`src/rtl/alu_pkg.sv`:
```
// alu_pkg: shared instruction-field layout, FSM states and flag bit indices for the ALU issue controller.
package alu_pkg;
    localparam int DEF_WIDTH   = 5;
    localparam int DEF_CTRL_W  = 3;
    localparam int DEF_SHIFT_W = 2;
    localparam int A_LSB       = 0;
    localparam int B_LSB       = DEF_WIDTH;
    localparam int CTRL_LSB    = 2 * DEF_WIDTH;
    localparam int SHIFT_LSB   = CTRL_LSB + DEF_CTRL_W;
    localparam int SEL_BIT     = SHIFT_LSB + DEF_SHIFT_W;
    localparam int USE_BIT     = SEL_BIT + 1;
    localparam int FLAG_N      = 3;
    localparam int FLAG_Z      = 2;
    localparam int FLAG_C      = 1;
    localparam int FLAG_V      = 0;
    typedef enum logic [1:0] {IDLE, EXEC, DONE} state_e;
endpackage

```
`src/rtl/alu_issue_ctrl.sv`:
```
// alu_issue_ctrl: accepts packed ALU instructions, drives the shift+ALU datapath from registers
// and returns the captured result/flags over a valid/ready port, with optional result chaining.
module alu_issue_ctrl
    import alu_pkg::*;
#(
    parameter int WIDTH   = DEF_WIDTH,
    parameter int CTRL_W  = DEF_CTRL_W,
    parameter int SHIFT_W = DEF_SHIFT_W
) (
    input  logic                                  clk,
    input  logic                                  rst_n,
    input  logic                                  in_valid,
    output logic                                  in_ready,
    input  logic [2*WIDTH+CTRL_W+SHIFT_W+2-1:0]   in_instr,
    output logic [WIDTH-1:0]                      dp_a,
    output logic [WIDTH-1:0]                      dp_b,
    output logic [CTRL_W-1:0]                     dp_alucontrol,
    output logic [SHIFT_W-1:0]                    dp_bshift,
    output logic                                  dp_select,
    input  logic [WIDTH-1:0]                      dp_result,
    input  logic [3:0]                            dp_flags,
    output logic                                  res_valid,
    input  logic                                  res_ready,
    output logic [WIDTH-1:0]                      res_data,
    output logic [3:0]                            res_flags,
    output logic [7:0]                            op_count
);
    localparam int B_OFF  = WIDTH;
    localparam int C_OFF  = 2 * WIDTH;
    localparam int S_OFF  = C_OFF + CTRL_W;
    localparam int SEL_OF = S_OFF + SHIFT_W;
    localparam int USE_OF = SEL_OF + 1;

    state_e              state_q, state_d;
    logic [WIDTH-1:0]    a_q, a_d, b_q, b_d, res_q, res_d, prev_q, prev_d;
    logic [CTRL_W-1:0]   ctrl_q, ctrl_d;
    logic [SHIFT_W-1:0]  shift_q, shift_d;
    logic                sel_q, sel_d;
    logic [3:0]          flags_q, flags_d;
    logic [7:0]          cnt_q, cnt_d;

    // Gated by rst_n so the port reads 0 while reset is held and rises once it is released.
    assign in_ready      = (state_q == IDLE) && rst_n;
    assign res_valid     = (state_q == DONE);
    assign dp_a          = a_q;
    assign dp_b          = b_q;
    assign dp_alucontrol = ctrl_q;
    assign dp_bshift     = shift_q;
    assign dp_select     = sel_q;
    assign res_data      = res_q;
    assign res_flags     = flags_q;
    assign op_count      = cnt_q;

    always_ff @(posedge clk or negedge rst_n) begin
        if (!rst_n) begin
            state_q <= IDLE;
            a_q     <= '0;
            b_q     <= '0;
            ctrl_q  <= '0;
            shift_q <= '0;
            sel_q   <= 1'b0;
            res_q   <= '0;
            flags_q <= '0;
            prev_q  <= '0;
            cnt_q   <= '0;
        end else begin
            state_q <= state_d;
            a_q     <= a_d;
            b_q     <= b_d;
            ctrl_q  <= ctrl_d;
            shift_q <= shift_d;
            sel_q   <= sel_d;
            res_q   <= res_d;
            flags_q <= flags_d;
            prev_q  <= prev_d;
            cnt_q   <= cnt_d;
        end
    end

    always_comb begin
        state_d = state_q;
        a_d     = a_q;
        b_d     = b_q;
        ctrl_d  = ctrl_q;
        shift_d = shift_q;
        sel_d   = sel_q;
        res_d   = res_q;
        flags_d = flags_q;
        prev_d  = prev_q;
        cnt_d   = cnt_q;
        if (state_q == IDLE && in_valid) begin
            state_d = EXEC;
            a_d     = in_instr[USE_OF] ? prev_q : in_instr[WIDTH-1:0];
            b_d     = in_instr[B_OFF +: WIDTH];
            ctrl_d  = in_instr[C_OFF +: CTRL_W];
            shift_d = in_instr[S_OFF +: SHIFT_W];
            sel_d   = in_instr[SEL_OF];
        end
        if (state_q == EXEC) begin
            state_d = DONE;
            res_d   = dp_result;
            flags_d = dp_flags;
            prev_d  = dp_result;
        end
        if (state_q == DONE && res_ready) begin
            state_d = IDLE;
            cnt_d   = cnt_q + 8'd1;
        end
    end
endmodule

```
`config.mk`:
```
export PLATFORM = sky130hd
export DESIGN_NAME = alu_issue_ctrl
export DESIGN_NICKNAME = d
export VERILOG_FILES = /design/src/rtl/alu_pkg.sv /design/src/rtl/alu_issue_ctrl.sv
export SDC_FILE = /design/constraint.sdc
export NUM_CORES = 1
export LEC_CHECK = 0
export ABC_AREA = 1
export BUFFER_PORTS_ARGS = -buffer_cell sky130_fd_sc_hd__buf_4
export CAP_MARGIN = 20
export CELL_PAD_IN_SITES_DETAIL_PLACEMENT = 1
export CELL_PAD_IN_SITES_GLOBAL_PLACEMENT = 2
export CORE_ASPECT_RATIO = 1.75
export CORE_MARGIN = 3
export CORE_UTILIZATION = 26
export CTS_CLUSTER_SIZE = 12
export DETAILED_ROUTE_END_ITERATION = 10
export GPL_ROUTABILITY_DRIVEN = 1
export PLACE_DENSITY_LB_ADDON = 0.08
export SKIP_LAST_GASP = 1
export SLEW_MARGIN = 20
export SYNTH_ARGS = -nofsm -noshare
export SYNTH_HDL_FRONTEND = slang
export SYNTH_SLANG_ARGS = --single-unit
```
`constraint.sdc`:
```
create_clock -name clk -period 1.6 [get_ports clk]
set_input_delay 0.16 -clock clk [delete_from_list [all_inputs] [get_ports clk]]
set_output_delay 0.16 -clock clk [all_outputs]
set_load 0.005 [all_outputs]
```
Word-level counts from Yosys, hierarchy flattened
Cells that the tools add are included.
{"block": "totals", "regBits": 35, "input_bits": 30, "output_inout_bits": 35, "elab_cells": 21}
{"block": "classes", "addsub": 1, "n_eq_ne": 2, "mux": 4, "n_reduce_logical": 5}
{"operator": "$add 8x1->8 const B", "n": 1}
{"operator": "$mux 2", "n": 3}
{"operator": "$mux 5", "n": 1}
{"operator": "$logic_and 1x1->1", "n": 3}
{"operator": "$reduce_bool 3->1", "n": 1}
{"operator": "$eq 2x1->1 const B", "n": 1}
{"operator": "$eq 2x2->1 const B", "n": 1}
{"operator": "$logic_not 2->1", "n": 1}

Logic depth before layout (Yosys ltp)
Gate-level depths: netlist (run 1).
{"block": "depth", "word_depth": 5, "ltp_mapped": 7, "ltp_nobuf": 7}

Worst setup path after synthesis (run 1)
Ideal clock, no wire load.
{"block": "synth_path", "kind": "register -> register", "from": "register state_q[1]", "to": "register a_q[0], in the netlist dp_a[0]", "setup_ns": 0.123, "arrival_ns": 0.989, "required_time_ns": 1.477, "setup_slack_ns": 0.487, "stages_incl_launch_ff": 8, "n_path_buf": 1, "period_less_slack_ns": 1.113, "cell_sequence": "dfrtp_1 -> inv_2 -> nand2_2 -> nor2_4 -> inv_4 -> buf_8 -> nand2_2 -> o21ai_2"}
{"block": "synth_between", "elab_chain_len": 2}
{"element": "from (decl)", "line": "alu_issue_ctrl.sv:34", "source": "state_e state_q, state_d;"}
{"element": "from (signal assigned)", "line": "alu_issue_ctrl.sv:67", "source": "state_q <= state_d;"}
{"element": "$logic_not 2->1", "line": "alu_issue_ctrl.sv:91", "source": "if (state_q == IDLE && in_valid) begin"}
{"element": "$logic_and 1x1->1", "line": "alu_issue_ctrl.sv:91"}
{"element": "to (signal assigned)", "line": "alu_issue_ctrl.sv:57", "source": "a_q <= '0;"}
{"element": "to (signal assigned)", "line": "alu_issue_ctrl.sv:68", "source": "a_q <= a_d;"}
{"element": "to (decl)", "line": "alu_issue_ctrl.sv:35", "source": "logic [WIDTH-1:0] a_q, a_d, b_q, b_d, res_q, res_d, prev_q, prev_d;"}
No other way between the ends.
A chain may end at the register's enable or synchronous reset.

Worst setup path in the final report (run 1)
{"block": "layout_path", "from": "input port rst_n", "to": "output port in_ready"}
{"block": "layout_between", "elab_chain_len": 1}
{"element": "from (decl)", "line": "alu_issue_ctrl.sv:11", "source": "input logic rst_n,"}
{"element": "$logic_and 1x1->1", "line": "alu_issue_ctrl.sv:43", "source": "assign in_ready = (state_q == IDLE) && rst_n;"}
{"element": "to (decl)", "line": "alu_issue_ctrl.sv:13", "source": "output logic in_ready,"}
No other way between the ends.

==> flow_summary.toml, run 1 <==
[critical_path]
cp_max_fo = 2
crit_arrival_ns = 1.22
ff2ff_path_depth = 5
rr_startpoint = "state_q[0]"
start_kind = "input port"
critical_path.top_delay_family = "buffers and inverters"
cp_slowest_cell = "dlygate4sd3_1"
rrSetupSlack_ns = 0.35
critPathBufInv = 3
required_ns = 1.44
critical-path-max-stage-delay_ns = 0.53
worstSetupPathDepth = 4
crit_path_end_kind = "output pin"
path_cells = "dlygate4sd3_1 > buf_4 > nor3b_1 > buf_4"
critical_path_class = "input port to output pin"
r2r_end = "res_flags[1]"
startpoint = "rst_n"
crit_path_frequent_cell = "buf_4"

[floorplan]
die_y_um = 108
fp.coreArea_mm2 = 0.00563
start_util_pct = 27.2
dieArea_mm2 = 0.00688
rows = 36
io_pins = 65
die_w_um = 64.0

[synth]
synth_top_flop_cell = "dfrtp_1"
syn-instance-count = 167
syn_area_mm2 = 0.00153
yosys_warnings = 0
synth_seq_cells = 35
synth_edf_count = 0
ys_types = 25
syn_nets = 198
syn_area_per_cell_um2 = 9.17
async_reset_ff_share_pct = 100
synth_seq_area_share_pct = 57.2

[clock_network]
htreeDepth = 2
cts.reportedPaths.clkPinSlew_ns = 0.07
cts_resized = 0
post-cts-setup-buffers = 0
numCtsBuffers = 5
clock_latency_ns = 0.28
cts_max_path_buffers = 2
tritoncts = "built"
cts_root_buffer = "clkbuf_8"
clkSinkCount = 35

[sta]
totalNegativeSetupSlack_ns = 0
final-max-slew-violation-count = 0
setup_slack_ns = 0.222
rsz0062_at_grt = "no"
fmax_mhz = 725
clock_skew_ns = 0.00297
setup_viol = 0
finalHoldViolCount = 0
worst_pin_slew_ns = 0.474
max_slew_margin_pct = 68.4
finalCritPeriodShare_pct = 86.1
fin_crit_ns = 1.38

[final_layout]
drive_gt1_share_pct = 38.0
final_common_cell = "nand2_1"
nFillCells = 669
area_delta_synth_final_pct = 41.7
n_antenna_cell = 0
multi_input_area_um2 = 554
register_area_um2 = 876
final_net_count = 267
final_cell_mix = "70 x nand2_1, 66 x buf_4, 35 x dfrtp_1"

[pwr]
powerDensity_mw_per_mm2 = 728
ir_drop_uv = 508
leakage_nw = 1.15

[drt]
postRouteAntennaNets = 0
vias = 1331
dr.pass1.iters = 3
wl_um = 4140
viasPerCell = 4.25
first_iter_violations = 25
drc = 0
wl_per_cell_um = 13.2

[global_route]
gr-usage-all-layers_pct = 13.6
grt_first_pass_wirelength_um = 7170
grt_max_degree = 36
first_global_vias = 1539
overflow = 0
antenna_found_initial = 0

[placement]
port_buffers = 64
dp_hpwl_um = 3200
place.gp.congestion = 0.688
pre_cts_slack_ns = 0.320

[outcome]
status = "completed"

[worst_hold_path]
whs_path_depth = 3
whs_endpoint = "dp_alucontrol[0]"
hold_class = "input port to register"
hold_start = "in_instr[10]"

[flow_run]
maxCapViolCount = 0
[how the worst max path moves through the flow]
stage / endpoint / slack (ns)
2_1_floorplan: dp_a[0] / 0.49
3_3_place_gp: res_flags[1] / 0.43
3_5_place_dp: res_flags[1] / 0.32
4_1_cts: in_ready / 0.19
5_1_grt: in_ready / 0.14
6_report: in_ready / 0.22
[layout make-up]
class,instances,area share [%]
clock buffers,7,3.52
clock inverters,1,0.231
inverters,15,2.71
repair buffers,67,23.3
flip-flops and latches,35,40.3
well taps,76,4.38
multi-input cells,112,25.5
[state kept, by name, summed over array words and instances (netlist names)]
register,count
dp_b,5
prev_q,5
dp_alucontrol,3
state_q,2
dp_a,5
dp_select,1
dp_bshift,2
op_count,8
res_flags,4
[tightest hold or removal path, stage by stage]
cell and delay (ns):
buf_4 0.08, nand2_1 0.04, nand2_1 0.05
[power breakdown]
part           leakage [nW]  switching, mW  internal (mW)
clock network        0.0422          0.305          0.305
registers             0.421              0          0.884
logic                 0.682         0.0369         0.0491
total                  1.15          0.342           1.24
[metrics by stage]
step | cell area, µm² | total power [mW] | hold WS [ns] | utilization (%) | std cells
floorplan | 1530 | 0.908 | -0.136 | - | 167
global placement | 2080 | 0.986 | 0.270 | 36.9 | 304
detailed placement | 2080 | 0.989 | 0.277 | 36.9 | 304
CTS | 2170 | 1.63 | 0.0694 | 38.6 | 313
global route | 2170 | 1.68 | 0.0657 | 38.6 | 313
finish | 2170 | 1.58 | 0.0801 | 38.6 | 313
[kinds of logic after synthesis]
| group | after synthesis | synth area share [%] |
|---|---|---|
| and+or+nand+nor | 90 | 26.6 |
| buffers and inverters | 20 | 6.62 |
| xor gates and xnor gates | 4 | 2.29 |
| adders and majority gates | 1 | 0.817 |
| AOI/OAI and AO/OA | 17 | 6.53 |
| DFF | 35 | 57.2 |
[metal layers]
layer / track usage, % / part of all wire [%]
met1: 13.4 / 36
met2: 25.5 / 57
met3: 3.97 / 5.3
met4: 5.56 / 1.8
met5: 0 / 0
[cells in the mapped netlist (2+ instances only)]
library cell	instances	area, µm²
o21ai_2	4	35.0
xnor2_1	2	17.5
nand2_1	70	263
nand3_1	6	30.0
dfrtp_1	35	876
inv_1	12	45.0
o21ai_0	11	55.1
nand2_2	5	31.3
nor2_2	2	12.5
xor2_1	2	17.5
nor2_4	3	33.8
inv_2	2	7.51
[repair_timing]
item	in CTS	in global routing
hold endpoints to repair	35	0
endpoints found under the setup margin	0	0
hold buffers	1	0
No activity file was read; power rests on OpenSTA's default activity.
==> run 2, diff against run 1 <==
RECOVER_POWER = 50   (was unset)
SETUP_SLACK_MARGIN = 0.3   (was unset)
==> run 2 against run 1 <==
- global-route usage is the same
- critical endpoint unchanged
- utilization up 0.69 points
- critical path type is now register to output pin
- highest routed layer unchanged
- clock skew up 0.00065 ns
- count of clock-buffer cells in the layout unchanged
==> flow_summary.toml, run 2 (synthesis results as in run 1) <==
[floorplan]
fp.coreArea_mm2 = 0.00563
die_w_um = 64.0
die_y_um = 108
rows = 36
start_util_pct = 27.2
dieArea_mm2 = 0.00688
io_pins = 65

[sta]
fmax_mhz = 804
holdWs_ns = 0.0804
clock_skew_ns = 0.00362
finalCritPeriodShare_pct = 77.8
final-max-slew-violation-count = 0
worst_pin_slew_ns = 0.472
fin_crit_ns = 1.24
rsz0062_at_grt = "yes"
totalNegativeSetupSlack_ns = 0
max_slew_margin_pct = 68.5
setup_viol = 0
finalHoldViolCount = 0

[critical_path]
critPathBufInv = 1
critical_path_class = "register to output pin"
start_kind = "register"
path_cells = "nor3b_2 > buf_4"
crit_path_end_kind = "output pin"
crit_arrival_ns = 1.08
critical-path-max-stage-delay_ns = 0.45
cp_slowest_cell = "dfrtp_2"
required_ns = 1.44
critical_path.top_delay_family = "flip-flops"
cp_max_fo = 4

[final_layout]
largest_reg_flops = 8
utilization_pct = 39.2
final_net_count = 271
n_antenna_cell = 0
final_cell_mix = "70 x nand2_1, 53 x buf_4, 33 x dfrtp_1"
multi_input_area_um2 = 559
nFillCells = 676
final_common_cell = "nand2_1"
drive_gt1_share_pct = 38.6
area_delta_synth_final_pct = 44.3
register_area_um2 = 878
fin_cells = 317

[drt]
vias = 1361
first_iter_violations = 21
postRouteAntennaNets = 0
drc = 0
wl_per_cell_um = 13.1
viasPerCell = 4.29
dr.pass1.iters = 4
wl_um = 4160

[global_route]
grt_first_pass_wirelength_um = 7190
grt_max_degree = 36
antenna_found_initial = 0
first_global_vias = 1535
overflow = 0
gr-usage-all-layers_pct = 13.6

[clock_network]
cts_root_buffer = "clkbuf_8"
clkSinkCount = 35
clock_latency_ns = 0.28
cts.reportedPaths.clkPinSlew_ns = 0.07
cts_max_path_buffers = 2
numCtsBuffers = 5
tritoncts = "built"
htreeDepth = 2

[pwr]
leakage_nw = 1.16
ir_drop_uv = 510
powerDensity_mw_per_mm2 = 716

[flow_run]
maxCapViolCount = 0

[placement]
dp_hpwl_um = 3200
place.gp.congestion = 0.688
dp_cells = 304
port_buffers = 64

[outcome]
status = "completed"

[worst_hold_path]
hold_class = "input port to register"
-- run 2: cell types whose count changed in the layout (fill, tap and decap cells not counted), sizes merged --
cell / change
clkbuf: +16
buf: -12
-- run 2: power by group --
group / total (mW) / leakage (nW) / switching [mW] / internal [mW]
sequential: 0.884 / 0.421 / 0 / 0.884
clock: 0.611 / 0.0422 / 0.306 / 0.305
combinational: 0.0853 / 0.695 / 0.0371 / 0.0482
-- run 2: final timing paths --
path | startpoint | endpoint | slack, ns | depth (start not counted)
hold reg to reg | dp_bshift[1] | dp_bshift[1] | 0.47 | 2
setup / recovery | state_q[0] | in_ready | 0.36 | 2
min in group asynchronous | rst_n | op_count[6] | 0.56 | 3
max in group asynchronous | rst_n | state_q[0] | 0.69 | 3
setup reg to reg | state_q[0] | op_count[7] | 0.36 | 6
hold / removal | in_instr[10] | dp_alucontrol[0] | 0.08 | 3
-- run 2: layout make-up --
class / instances / area share (%)
tap: 76 / 4.30
timing repair buffer: 71 / 24.3
inverter: 15 / 2.66
clock inverter: 1 / 0.227
sequential: 35 / 39.8
clock buffer: 7 / 3.45
multi-input combinational: 112 / 25.3
-- run 2: per-layer routing --
layer	global-route usage (%)	routed length [µm]	share of wire [%]	vias to the layer above
met2	25.2	2360	57	43
met5	0	0	0	-
met3	3.97	225	5.4	6
li1	-	-	-	656
met4	5.56	72	1.7	0
met1	13.7	1490	36	656
-- run 2: worst register-to-register path: stages, from the launching register on --
cell     delay (ns)
dfrtp_2        0.45
inv_1          0.20
nand3_4        0.14
nor2_4         0.16
nand3_1        0.08
nand2_1        0.07
inv_1          0.04
-- run 2: through the flow --
| stage | instance area, µm² | worst slack (ns) | power, mW |
|---|---|---|---|
| after floorplan | 1530 | 0.487 | 0.908 |
| after global placement | 2080 | 0.426 | 0.986 |
| after detailed placement | 2080 | 0.320 | 0.989 |
| after CTS | 2180 | 0.291 | 1.63 |
| after global routing | 2210 | 0.252 | 1.68 |
| final | 2210 | 0.356 | 1.58 |
-- run 2: timing repair --
action,in CTS,in global routing
endpoints found under the setup margin,2,7
endpoints found under the hold margin,35,0
hold buffers,1,0
pin swaps,0,2
gates cloned,0,0
buffers inserted,0,4
gates resized for setup,2,1
